## src/rtl/bidir_pkg.sv

```systemverilog
// Shared definitions for the bidirectional bus controller: state encoding and
// the per-bit output-enable levels replicated across the pad width.
package bidir_pkg;

  typedef enum logic [2:0] {
    S_IDLE  = 3'd0,
    S_TURN  = 3'd1,
    S_WDATA = 3'd2,
    S_RDATA = 3'd3,
    S_RCAP  = 3'd4
  } state_t;

  localparam logic OE_ALL  = 1'b1;
  localparam logic OE_NONE = 1'b0;

endpackage

```

## src/rtl/bidir_bus_ctrl.sv

```systemverilog
// Half-duplex bus master feeding a registered bidirectional pad stage: turns
// single-word requests into turnaround + strobed data phases and returns reads.
module bidir_bus_ctrl
  import bidir_pkg::*;
#(
  parameter int SIZE   = 8,
  parameter int TURN   = 1,
  parameter int WAIT_W = 4
) (
  input  logic              i_clk,
  input  logic              i_rst,
  input  logic              i_req_valid,
  output logic              o_req_ready,
  input  logic              i_req_wr,
  input  logic [SIZE-1:0]   i_req_wdata,
  input  logic [WAIT_W-1:0] i_cfg_wait,
  output logic              o_rd_valid,
  output logic [SIZE-1:0]   o_rd_data,
  output logic              o_bus_strb,
  output logic [SIZE-1:0]   o_pad_oe,
  output logic [SIZE-1:0]   o_pad_inp,
  input  logic [SIZE-1:0]   i_pad_outp
);

  localparam int TURN_W = $clog2(TURN + 1);
  localparam int CNT_W  = (WAIT_W > TURN_W) ? WAIT_W : TURN_W;
  localparam logic [CNT_W-1:0] TURN_LOAD = CNT_W'(TURN - 1);

  state_t            r_state;
  state_t            w_state_nxt;
  logic [CNT_W-1:0]  r_cnt;
  logic [CNT_W-1:0]  w_cnt_nxt;
  logic              r_wr;
  logic              w_wr_nxt;
  logic [WAIT_W-1:0] r_n;
  logic [WAIT_W-1:0] w_n_nxt;
  logic              r_req_ready;
  logic              w_req_ready_nxt;
  logic              r_rd_valid;
  logic              w_rd_valid_nxt;
  logic [SIZE-1:0]   r_rd_data;
  logic [SIZE-1:0]   w_rd_data_nxt;
  logic              r_bus_strb;
  logic              w_bus_strb_nxt;
  logic [SIZE-1:0]   r_pad_oe;
  logic [SIZE-1:0]   w_pad_oe_nxt;
  logic [SIZE-1:0]   r_pad_inp;
  logic [SIZE-1:0]   w_pad_inp_nxt;
  logic              w_accept;
  logic              w_cnt_zero;

  assign w_accept   = i_req_valid & r_req_ready;
  assign w_cnt_zero = (r_cnt == '0);

  // The counter holds remaining cycles minus one, so a phase ends when it reads zero.
  always_comb begin
    w_state_nxt    = r_state;
    w_cnt_nxt      = r_cnt;
    w_wr_nxt       = r_wr;
    w_n_nxt        = r_n;
    w_pad_inp_nxt  = r_pad_inp;
    w_rd_data_nxt  = r_rd_data;
    w_rd_valid_nxt = 1'b0;
    case (r_state)
      S_IDLE: begin
        if (w_accept) begin
          w_state_nxt = S_TURN;
          w_cnt_nxt   = TURN_LOAD;
          w_wr_nxt    = i_req_wr;
          w_n_nxt     = (i_cfg_wait == '0) ? WAIT_W'(1) : i_cfg_wait;
          // Load write data now so the pad register holds it before oe rises.
          if (i_req_wr) begin
            w_pad_inp_nxt = i_req_wdata;
          end else begin
            w_pad_inp_nxt = r_pad_inp;
          end
        end else begin
          w_state_nxt = S_IDLE;
        end
      end
      S_TURN: begin
        if (w_cnt_zero) begin
          w_state_nxt = r_wr ? S_WDATA : S_RDATA;
          w_cnt_nxt   = CNT_W'(r_n) - CNT_W'(1);
        end else begin
          w_cnt_nxt = r_cnt - CNT_W'(1);
        end
      end
      S_WDATA, S_RDATA: begin
        if (w_cnt_zero) begin
          w_state_nxt = (r_state == S_WDATA) ? S_IDLE : S_RCAP;
        end else begin
          w_cnt_nxt = r_cnt - CNT_W'(1);
        end
      end
      S_RCAP: begin
        // Pad output register already holds the pin as seen at the last data edge.
        w_state_nxt    = S_IDLE;
        w_rd_data_nxt  = i_pad_outp;
        w_rd_valid_nxt = 1'b1;
      end
      default: begin
        w_state_nxt = S_IDLE;
        w_cnt_nxt   = '0;
      end
    endcase
  end

  // Output values decoded from the next state so registered outputs align with it.
  always_comb begin
    w_req_ready_nxt = (w_state_nxt == S_IDLE);
    w_bus_strb_nxt  = (w_state_nxt == S_WDATA) || (w_state_nxt == S_RDATA);
    if (w_state_nxt == S_WDATA) begin
      w_pad_oe_nxt = {SIZE{OE_ALL}};
    end else begin
      w_pad_oe_nxt = {SIZE{OE_NONE}};
    end
  end

  // State, phase counter, latched request and all registered outputs.
  always_ff @(posedge i_clk) begin
    if (i_rst) begin
      r_state     <= S_IDLE;
      r_cnt       <= '0;
      r_wr        <= 1'b0;
      r_n         <= WAIT_W'(1);
      r_req_ready <= 1'b1;
      r_rd_valid  <= 1'b0;
      r_rd_data   <= '0;
      r_bus_strb  <= 1'b0;
      r_pad_oe    <= {SIZE{OE_NONE}};
      r_pad_inp   <= '0;
    end else begin
      r_state     <= w_state_nxt;
      r_cnt       <= w_cnt_nxt;
      r_wr        <= w_wr_nxt;
      r_n         <= w_n_nxt;
      r_req_ready <= w_req_ready_nxt;
      r_rd_valid  <= w_rd_valid_nxt;
      r_rd_data   <= w_rd_data_nxt;
      r_bus_strb  <= w_bus_strb_nxt;
      r_pad_oe    <= w_pad_oe_nxt;
      r_pad_inp   <= w_pad_inp_nxt;
    end
  end

  assign o_req_ready = r_req_ready;
  assign o_rd_valid  = r_rd_valid;
  assign o_rd_data   = r_rd_data;
  assign o_bus_strb  = r_bus_strb;
  assign o_pad_oe    = r_pad_oe;
  assign o_pad_inp   = r_pad_inp;

endmodule

```

## config.mk

```make
export PLATFORM = sky130hd
export DESIGN_NAME = bidir_bus_ctrl
export DESIGN_NICKNAME = d
export VERILOG_FILES = /design/src/rtl/bidir_pkg.sv /design/src/rtl/bidir_bus_ctrl.sv
export SDC_FILE = /design/constraint.sdc
export NUM_CORES = 1
export LEC_CHECK = 0
export ABC_AREA = 1
export CAP_MARGIN = 40
export CELL_PAD_IN_SITES_DETAIL_PLACEMENT = 2
export CELL_PAD_IN_SITES_GLOBAL_PLACEMENT = 2
export CORE_ASPECT_RATIO = 0.75
export CORE_MARGIN = 3
export CORE_UTILIZATION = 23
export CTS_CLUSTER_DIAMETER = 50
export DETAILED_ROUTE_END_ITERATION = 6
export PLACE_DENSITY_LB_ADDON = 0.12
export SLEW_MARGIN = 20
export SYNTH_ARGS = -nofsm -noshare
export SYNTH_HDL_FRONTEND = slang
export SYNTH_SLANG_ARGS = --single-unit
```

## constraint.sdc

```tcl
create_clock -name i_clk -period 1.55 [get_ports i_clk]
set_clock_uncertainty 0.05 [all_clocks]
set_input_delay 0.31 -clock i_clk [delete_from_list [all_inputs] [get_ports i_clk]]
set_output_delay 0.31 -clock i_clk [all_outputs]
set_load 0.01 [all_outputs]
```

==> Word level (Yosys, flattened, before mapping) <==
Cells that the tools add are included.
{ "classes": {"add_sub_neg": 2, "n_mux": 13, "bitwise": 2, "reduce_logical": 9, "eq_ne": 8} }
{ "op_table": {"columns": ["cell", "count"], "rows": [
  ["2-to-1 mux 4 bit", 4],
  ["case mux 4 bit (4 select lines)", 1],
  ["== test 3 x 2 -> 1 bit, second input constant", 4],
  ["2-to-1 mux 3 bit", 3],
  ["case mux 3 bit (3 select lines)", 1],
  ["zero test 4 bit", 2],
  ["2-to-1 mux 8 bit", 1],
  ["subtractor 4 x 1 -> 4 bit, second input constant", 2],
  ["zero test 3 bit", 2],
  ["AND reduction 3 bit", 2],
  ["inequality test 2 bit, second input constant", 2],
  ["== test 3 x 1 -> 1 bit, second input constant", 1],
  ["== test 3 bit, second input constant", 1],
  ["2-to-1 mux 1 bit", 3],
  ["AND reduction 2 bit", 1],
  ["OR reduction 2 bit", 1],
  ["AND 1 bit", 1],
  ["logical OR 1 bit", 1],
  ["NOT 1 bit", 1]
]} }
{ "totals": {"word_cells": 44, "in_bits": 24, "output_inout_bits": 27, "reg_bits": 39} }

==> Logic depth before layout (Yosys ltp) <==
Gate-level depths: netlist of the first run.
{ "logic_depth": {"depth_word": 6, "ltp_mapped": 10, "depth_no_buf": 10} }

==> Worst setup path before layout of the first run <==
OpenSTA, ideal clock, no wires.
{ "synth_timing": {"path_kind": "register to register", "from": "register r_cnt[0]", "to": "register r_cnt[0]", "synth_period_minus_slack_ns": 1.298, "slack_ns": 0.252, "path_buffers": 0, "stages_incl_launch_ff": 9, "t_arrival_ns": 1.131, "setup_time_ns": 0.117, "path_cell_list": "dfxtp_1 inv_1 ha_1 nand2_2 nor2_1 nor2_2 nand2_1 nor2_1 nor2_1"} }
{ "synth_via": {"elab_chain_len": 3, "elab_cells_between_ends": 7, "classes_between": "add/sub (1); eq/ne (1); mux (3); reduce/logical (2)"} }
{ "synth_rtl": {"columns": ["item", "line_no", "source"], "rows": [
  ["start, declared", "bidir_bus_ctrl.sv:31", "logic [CNT_W-1:0] r_cnt;"],
  ["start signal, assigned", "bidir_bus_ctrl.sv:135", "r_cnt <= w_cnt_nxt;"],
  ["subtractor 4 x 1 -> 4 bit / zero test 4 bit (equally long branches)", "bidir_bus_ctrl.sv:86, bidir_bus_ctrl.sv:93, bidir_bus_ctrl.sv:53", null],
  ["2-to-1 mux 4 bit (tied with other cells)", "bidir_bus_ctrl.sv:90", "if (w_cnt_zero) begin"],
  ["case mux 4 bit (4 select lines) / AND reduction 3 bit (equally long branches)", null, null]
]} }
Parallel ways exist; a longest one is shown, timed or not. The select of a mux whose other input is x is not followed.
A chain may end at the register's enable or synchronous reset.

==> Final worst setup path of the first run <==
{ "layout_timing": {"from": "register r_rd_data[5] (netlist: o_rd_data[5])", "to": "output o_rd_data[5]"} }
{ "layout_rtl": {"columns": ["item", "line_no", "source"], "rows": [
  ["start, declared", "bidir_bus_ctrl.sv:41", "logic [SIZE-1:0] r_rd_data;"],
  ["start signal, assigned", "bidir_bus_ctrl.sv:140", "r_rd_data <= w_rd_data_nxt;"],
  ["end, declared", "bidir_bus_ctrl.sv:18", "output logic [SIZE-1:0] o_rd_data,"]
]} }
No word-level cell between the ends.

==> impl_metrics.py, run 1 <==
metrics = {
    "sta": {
        "setup_slack_ns": 0.0413,
        "worst_slew_pin_slew_ns": 0.328,
        "fmax_ghz": 0.663,
        "post-route-period-util_pct": 97.3,
        "setup_violations": 0,
        "maxSlewViolCount": 0,
        "min_period_ns": 1.51,
        "slew_headroom_pct": 77.9,
        "hold_viol_final": 0,
        "rsz0062_at_grt": "false",
    },
    "clock_network": {
        "cts_setup_buffers": 0,
        "htree_levels": 2,
        "ctsHoldBuffers": 0,
        "cts.path.max_buffers": 2,
        "worst_skew_pair.late_latency_ns": 0.28,
        "cts.root.buffer_cell": "clkbuf_8",
        "cts_tree": "done",
        "clk_pin_slew_ns": 0.07,
        "cts_num_sinks": 32,
        "cts-buffers-inserted": 5,
    },
    "pwr": {
        "p_leak_nw": 1.19,
        "pwr-share-comb_pct": 50.7,
        "power.switching_w": 0.00152,
        "internal-power_w": 0.00212,
        "p_sw_share_pct": 41.7,
        "irDropWorstVdd_mv": 0.437,
        "power_frac_seq_pct": 31.0,
        "pwr_density_cell_nw_per_um2": 1650,
        "power.share.clock_pct": 18.3,
    },
    "floorplan": {
        "rows": 24,
        "dieWidth_um": 98.3,
        "pin_count": 51,
        "fp.coreArea_um2": 6010,
        "start_util_pct": 24.5,
        "die_area_um2": 7400,
        "die_h_um": 75.2,
    },
    "flow_run": {
        "maxCapViolations": 0,
    },
    "worst_hold_path": {
        "min_path_cells": 2,
        "holdPathEnd": "r_wr$_SDFFE_PP0N_",
        "min_from": "r_wr$_SDFFE_PP0N_",
        "hold_class": "reg2reg",
    },
    "yosys": {
        "yosys_warnings": 0,
        "synth_seq_area_share_pct": 43.6,
        "ys_ff_latch": 32,
        "synth_nets": 236,
        "yosysTopAreaCellShare_pct": 43.6,
        "yosys.area.top_type": "dfxtp_1",
        "synthDistinctLibCells": 20,
        "synth_area_um2": 1470,
        "syn_avg_cell_area_um2": 7.03,
        "syn_inst": 209,
        "synth.area.top_cells": "dfxtp_1 44%, nor2_1 14%, nand2_1 9.4%, o21ai_0 7.8%, inv_1 5.1%",
    },
    "worst_setup_path": {
        "worstPathCellList": "clkdlybuf4s50_1",
        "r2r_slack_ns": 0.13,
        "cp.required_ns": 1.19,
        "reg2reg_from": "r_cnt[1]$_SDFFE_PP0P_",
        "reg2regPathDepth": 8,
        "cp-start-kind": "register",
        "critPathTopFamily": "buffers and inverters",
        "path_buf_inv": 1,
        "critPathKind": "reg2out",
        "crit_path_end_kind": "primary output",
        "slowest_delay_ns": 0.54,
        "critPathSlowestCell": "clkdlybuf4s50_1",
        "r2r_end": "r_cnt[3]$_SDFFE_PP0P_",
        "crit_arrival_ns": 1.15,
        "path_max_fanout": 2,
    },
    "placement": {
        "dp_slack_ns": -0.181,
        "gp_congestion": 0.761,
        "io_buffers": 50,
        "dp_hpwl_um": 3520,
        "place_area_um2": 2070,
    },
    "detailed_routing": {
        "m1WireLength_um": 2450,
        "drc": 0,
        "wl_per_cell_um": 13.3,
        "highest_layer": "met4",
        "ant_nets": 0,
        "num_vias": 1464,
        "vias_per_cell": 4.24,
        "routed_wl_um": 4570,
        "dr_wl_met2_um": 1790,
        "drtPass1Iterations": 4,
        "wl_met3_um": 258,
        "drtIter0Drc": 30,
    },
    "layout": {
        "n_antenna_cell": 0,
        "final_nets": 293,
        "design_area_um2": 2200,
        "area_delta_synth_final_pct": 49.8,
        "drive_above_1_share_pct": 11.6,
    },
    "global_routing": {
        "grt_pass1_vias": 1591,
        "grt_max_degree": 16,
        "antenna_found_initial": 0,
        "grt_pass1_wl_um": 7850,
        "overflow": 0,
        "grt_usage_pct": 13.6,
    },
    "outcome": {
        "outcome": "completed",
    },
}
-- cell type report --
type | count | area [µm²]
clock buffer | 8 | 90.1
fill | 713 | 3800
inverter | 21 | 83.8
multi-input combinational | 146 | 694
sequential | 32 | 642
tap | 78 | 97.6
timing repair buffer | 60 | 594
-- synth_stat cells, drive strengths merged --
cell	instances
ha	3
nand3	7
nor3	2
o211ai	2
dfxtp	32
buf	8
o21ai	24
nor2	58
a21oi	9
xor2	1
clkinv	1
clkbuf	2
nand2	40
inv	20
-- power groups by stage --
stage / sequential, W / combinational (W) / clock [W]
2_1_floorplan: 0.00116 / 0.00109 / 0
3_3_place_gp: 0.00114 / 0.00183 / 0
3_5_place_dp: 0.00115 / 0.00186 / 0
4_1_cts: 0.00113 / 0.00184 / 0.000708
5_1_grt: 0.00116 / 0.00209 / 0.000748
6_report: 0.00113 / 0.00185 / 0.000667
-- flip-flops by register name (all words and copies together), names as in the netlist --
name         flops
o_pad_oe         1
r_state          3
o_rd_data        8
r_cnt            4
o_rd_valid       1
o_pad_inp        8
r_n              4
r_wr             1
o_bus_strb       1
o_req_ready      1
-- through the flow --
step	cells	hold slack, ns	TNS, ns	utilization (%)	power [W]
final	345	0.419	0	36.7	0.00364
after global routing	345	0.452	0	36.7	0.00400
after CTS	345	0.428	0	35.8	0.00368
after detailed placement	337	0.418	-1.78	34.5	0.00300
after global placement	337	0.406	-1.25	34.5	0.00298
after floorplan	209	0.329	0	-	0.00226
-- cell usage in the layout, fill, tap and decap left out, types with 5 or more instances in the layout --
cell,n
clkdlybuf4s50_1,26
buf_4,10
nor2_2,5
inv_1,20
nor2_1,51
dfxtp_1,31
o21ai_0,23
dlygate4sd2_1,11
nand3_1,6
a21oi_1,9
dlymetal6s2s_1,13
nand2_1,36
clkbuf_8,6
-- cell families after synthesis --
logic type,Yosys count,synth area share (%)
XOR/XNOR,1,0.596
AO/OA/AOI/OAI,35,12.3
AND/OR/NAND/NOR,107,30.5
flip-flops,32,43.6
buffers and inverters,31,10.6
adder cells (fa/ha/maj),3,2.55
-- metal layers --
metal  vias up  GRT usage [%]
met2        37           20.1
met3         8           4.35
li1        766              -
met5         -              0
met4         0           5.00
met1       653           18.7
-- what timing repair did --
| action | 4_1_cts | 5_1_grt |
|---|---|---|
| hold endpoints to repair | 0 | 0 |
| pin swaps | 0 | 2 |
| setup endpoints to repair | 11 | 16 |
| resized for setup | 12 | 19 |
-- worst max-delay path by stage --
stage,startpoint,end,slack (ns),cells past startpoint
finish,o_rd_data[5]$_SDFFE_PP0P_,o_rd_data[5],0.04,1
global route,o_rd_valid$_SDFF_PP0_,o_rd_valid,0.0005,1
CTS,o_pad_inp[5]$_SDFFE_PP0P_,o_pad_inp[5],0.003,1
detailed placement,i_req_valid,r_cnt[2]$_SDFFE_PP0P_,-0.18,8
global placement,i_req_valid,r_cnt[0]$_SDFFE_PP0P_,-0.14,8
floorplan,r_cnt[0]$_SDFFE_PP0P_,r_cnt[0]$_SDFFE_PP0P_,0.25,8
Power figures use the tool's default switching activity.
==> run 2, diff against run 1 <==
--- a/config.mk
+++ b/config.mk
@@ -19,3 +19,4 @@
 export SYNTH_ARGS = -nofsm -noshare
 export SYNTH_HDL_FRONTEND = slang
 export SYNTH_SLANG_ARGS = --single-unit
+export TNS_END_PERCENT = 5
==> run 2 against run 1 <==
  * Largest cell class unchanged
  * Non-clock buffer count did not move
  * Count of clock-buffer cells in the layout unchanged
  * Global-route usage unchanged
==> impl_metrics.py, run 2 (synthesized netlist as in run 1, its figures left out) <==
metrics = {
    "outcome": {
        "outcome": "completed",
    },
    "pwr": {
        "pwr_density_cell_nw_per_um2": 1640,
        "finalPower_w": 0.00361,
        "p_leak_nw": 1.19,
        "irDropWorstVdd_mv": 0.440,
    },
    "worst_setup_path": {
        "path_buf_inv": 1,
        "reg2regPathDepth": 8,
        "slowest_delay_ns": 0.54,
        "cp.depth": 1,
        "worstPathCellList": "clkdlybuf4s50_1",
        "crit_path_end_kind": "primary output",
        "critPathTopFamily": "buffers and inverters",
        "cp-start-kind": "register",
        "critPathKind": "reg2out",
        "r2r_slack_ns": 0.15,
        "critPathSlowestCell": "clkdlybuf4s50_1",
        "reg2reg_from": "r_cnt[1]$_SDFFE_PP0P_",
        "crit_arrival_ns": 1.15,
        "cp.required_ns": 1.19,
        "path_max_fanout": 2,
        "r2r_end": "r_cnt[3]$_SDFFE_PP0P_",
    },
    "clock_network": {
        "cts-buffers-inserted": 5,
        "cts_setup_buffers": 0,
        "cts_num_sinks": 32,
        "cts.root.buffer_cell": "clkbuf_8",
        "cts_tree": "done",
        "clk_pin_slew_ns": 0.07,
        "cts.path.max_buffers": 2,
        "worst_skew_pair.late_latency_ns": 0.28,
        "htree_levels": 2,
    },
    "detailed_routing": {
        "drc": 0,
        "wl_per_cell_um": 13.3,
        "drtPass1Iterations": 4,
        "vias_per_cell": 4.24,
        "ant_nets": 0,
        "routed_wl_um": 4580,
        "num_vias": 1463,
        "drtIter0Drc": 32,
    },
    "worst_hold_path": {
        "min_from": "r_wr$_SDFFE_PP0N_",
        "holdPathEnd": "r_wr$_SDFFE_PP0N_",
        "min_path_cells": 2,
        "hold_class": "reg2reg",
    },
    "layout": {
        "drive_above_1_share_pct": 11.2,
        "final_common_cell": "nor2_1",
        "final_nets": 293,
        "n_antenna_cell": 0,
        "final_cell_mix": "52 x nor2_1, 36 x nand2_1, 31 x dfxtp_1",
        "area_delta_synth_final_pct": 49.3,
    },
    "sta": {
        "worst_slew_pin_slew_ns": 0.328,
        "slew_headroom_pct": 77.9,
        "fin_setup_tns_ns": 0,
        "rsz0062_at_grt": "true",
        "post-route-period-util_pct": 97.3,
        "hold-worst-slack_ns": 0.419,
        "hold_viol_final": 0,
        "setup_violations": 0,
        "fmax_ghz": 0.663,
        "maxSlewViolCount": 0,
        "min_period_ns": 1.51,
    },
    "floorplan": {
        "pin_count": 51,
        "start_util_pct": 24.5,
        "dieWidth_um": 98.3,
        "fp.coreArea_um2": 6010,
        "die_h_um": 75.2,
        "die_area_um2": 7400,
        "rows": 24,
    },
    "global_routing": {
        "grt_pass1_vias": 1591,
        "antenna_found_initial": 0,
        "grt_max_degree": 16,
        "grt_usage_pct": 13.6,
        "overflow": 0,
        "grt_pass1_wl_um": 7850,
    },
    "placement": {
        "io_buffers": 50,
        "gp_congestion": 0.761,
        "dp_hpwl_um": 3520,
    },
    "flow_run": {
        "maxCapViolations": 0,
    },
}
## run 2: changes by cell type in the layout (fill, tap and decap cells not counted)
cell / delta
nor2_2: -1
nand2_4: -1
nand2_2: +1
nor2_1: +1
## run 2: timing repair
| item | 4_1_cts | 5_1_grt |
|---|---|---|
| endpoints found under the setup margin | 11 | 16 |
| hold buffers | 0 | 0 |
| gates resized for setup | 12 | 17 |
| pin swaps | 0 | 2 |
## run 2: through the flow
step / worst slack (ns) / area [µm²] / cells / util (%)
3_3_place_gp: -0.140 / 2070 / 337 / 34.5
6_report: 0.0413 / 2190 / 345 / 36.5
5_1_grt: -0.00526 / 2190 / 345 / 36.5
2_1_floorplan: 0.252 / 1470 / 209 / -
4_1_cts: 0.00282 / 2150 / 345 / 35.8
3_5_place_dp: -0.181 / 2070 / 337 / 34.5
## run 2: worst max-delay path by stage
stage	start	to	slack [ns]
after floorplan	r_cnt[0]$_SDFFE_PP0P_	r_cnt[0]$_SDFFE_PP0P_	0.25
after global placement	i_req_valid	r_cnt[0]$_SDFFE_PP0P_	-0.14
after detailed placement	i_req_valid	r_cnt[2]$_SDFFE_PP0P_	-0.18
after CTS	o_pad_inp[5]$_SDFFE_PP0P_	o_pad_inp[5]	0.003
after global routing	r_cnt[1]$_SDFFE_PP0P_	o_req_ready$_SDFF_PP1_	-0.005
final	o_rd_data[5]$_SDFFE_PP0P_	o_rd_data[5]	0.04
## run 2: power by group
part | leakage [nW] | total (W) | internal (W) | switching [W]
registers | 0.262 | 0.00113 | 0.00100 | 0.000124
logic | 0.879 | 0.00181 | 0.000747 | 0.00107
clock network | 0.0455 | 0.000667 | 0.000362 | 0.000305
total | 1.19 | 0.00361 | 0.00211 | 0.00150
## run 2: layer usage
layer | part of all wire [%] | track usage [%] | vias to the layer above
met5 | 0 | 0 | -
met4 | 1.6 | 5.00 | 0
met3 | 5.6 | 4.35 | 8
met2 | 39 | 20.1 | 37
met1 | 54 | 18.7 | 653
li1 | - | - | 765
## run 2: final cells by class
cell class                 count  area [µm²]
clock buffer                   8        90.1
tap                           78        97.6
timing repair buffer          60         594
sequential                    32         642
multi-input combinational    146         687
inverter                      21        83.8
fill                         714        3810
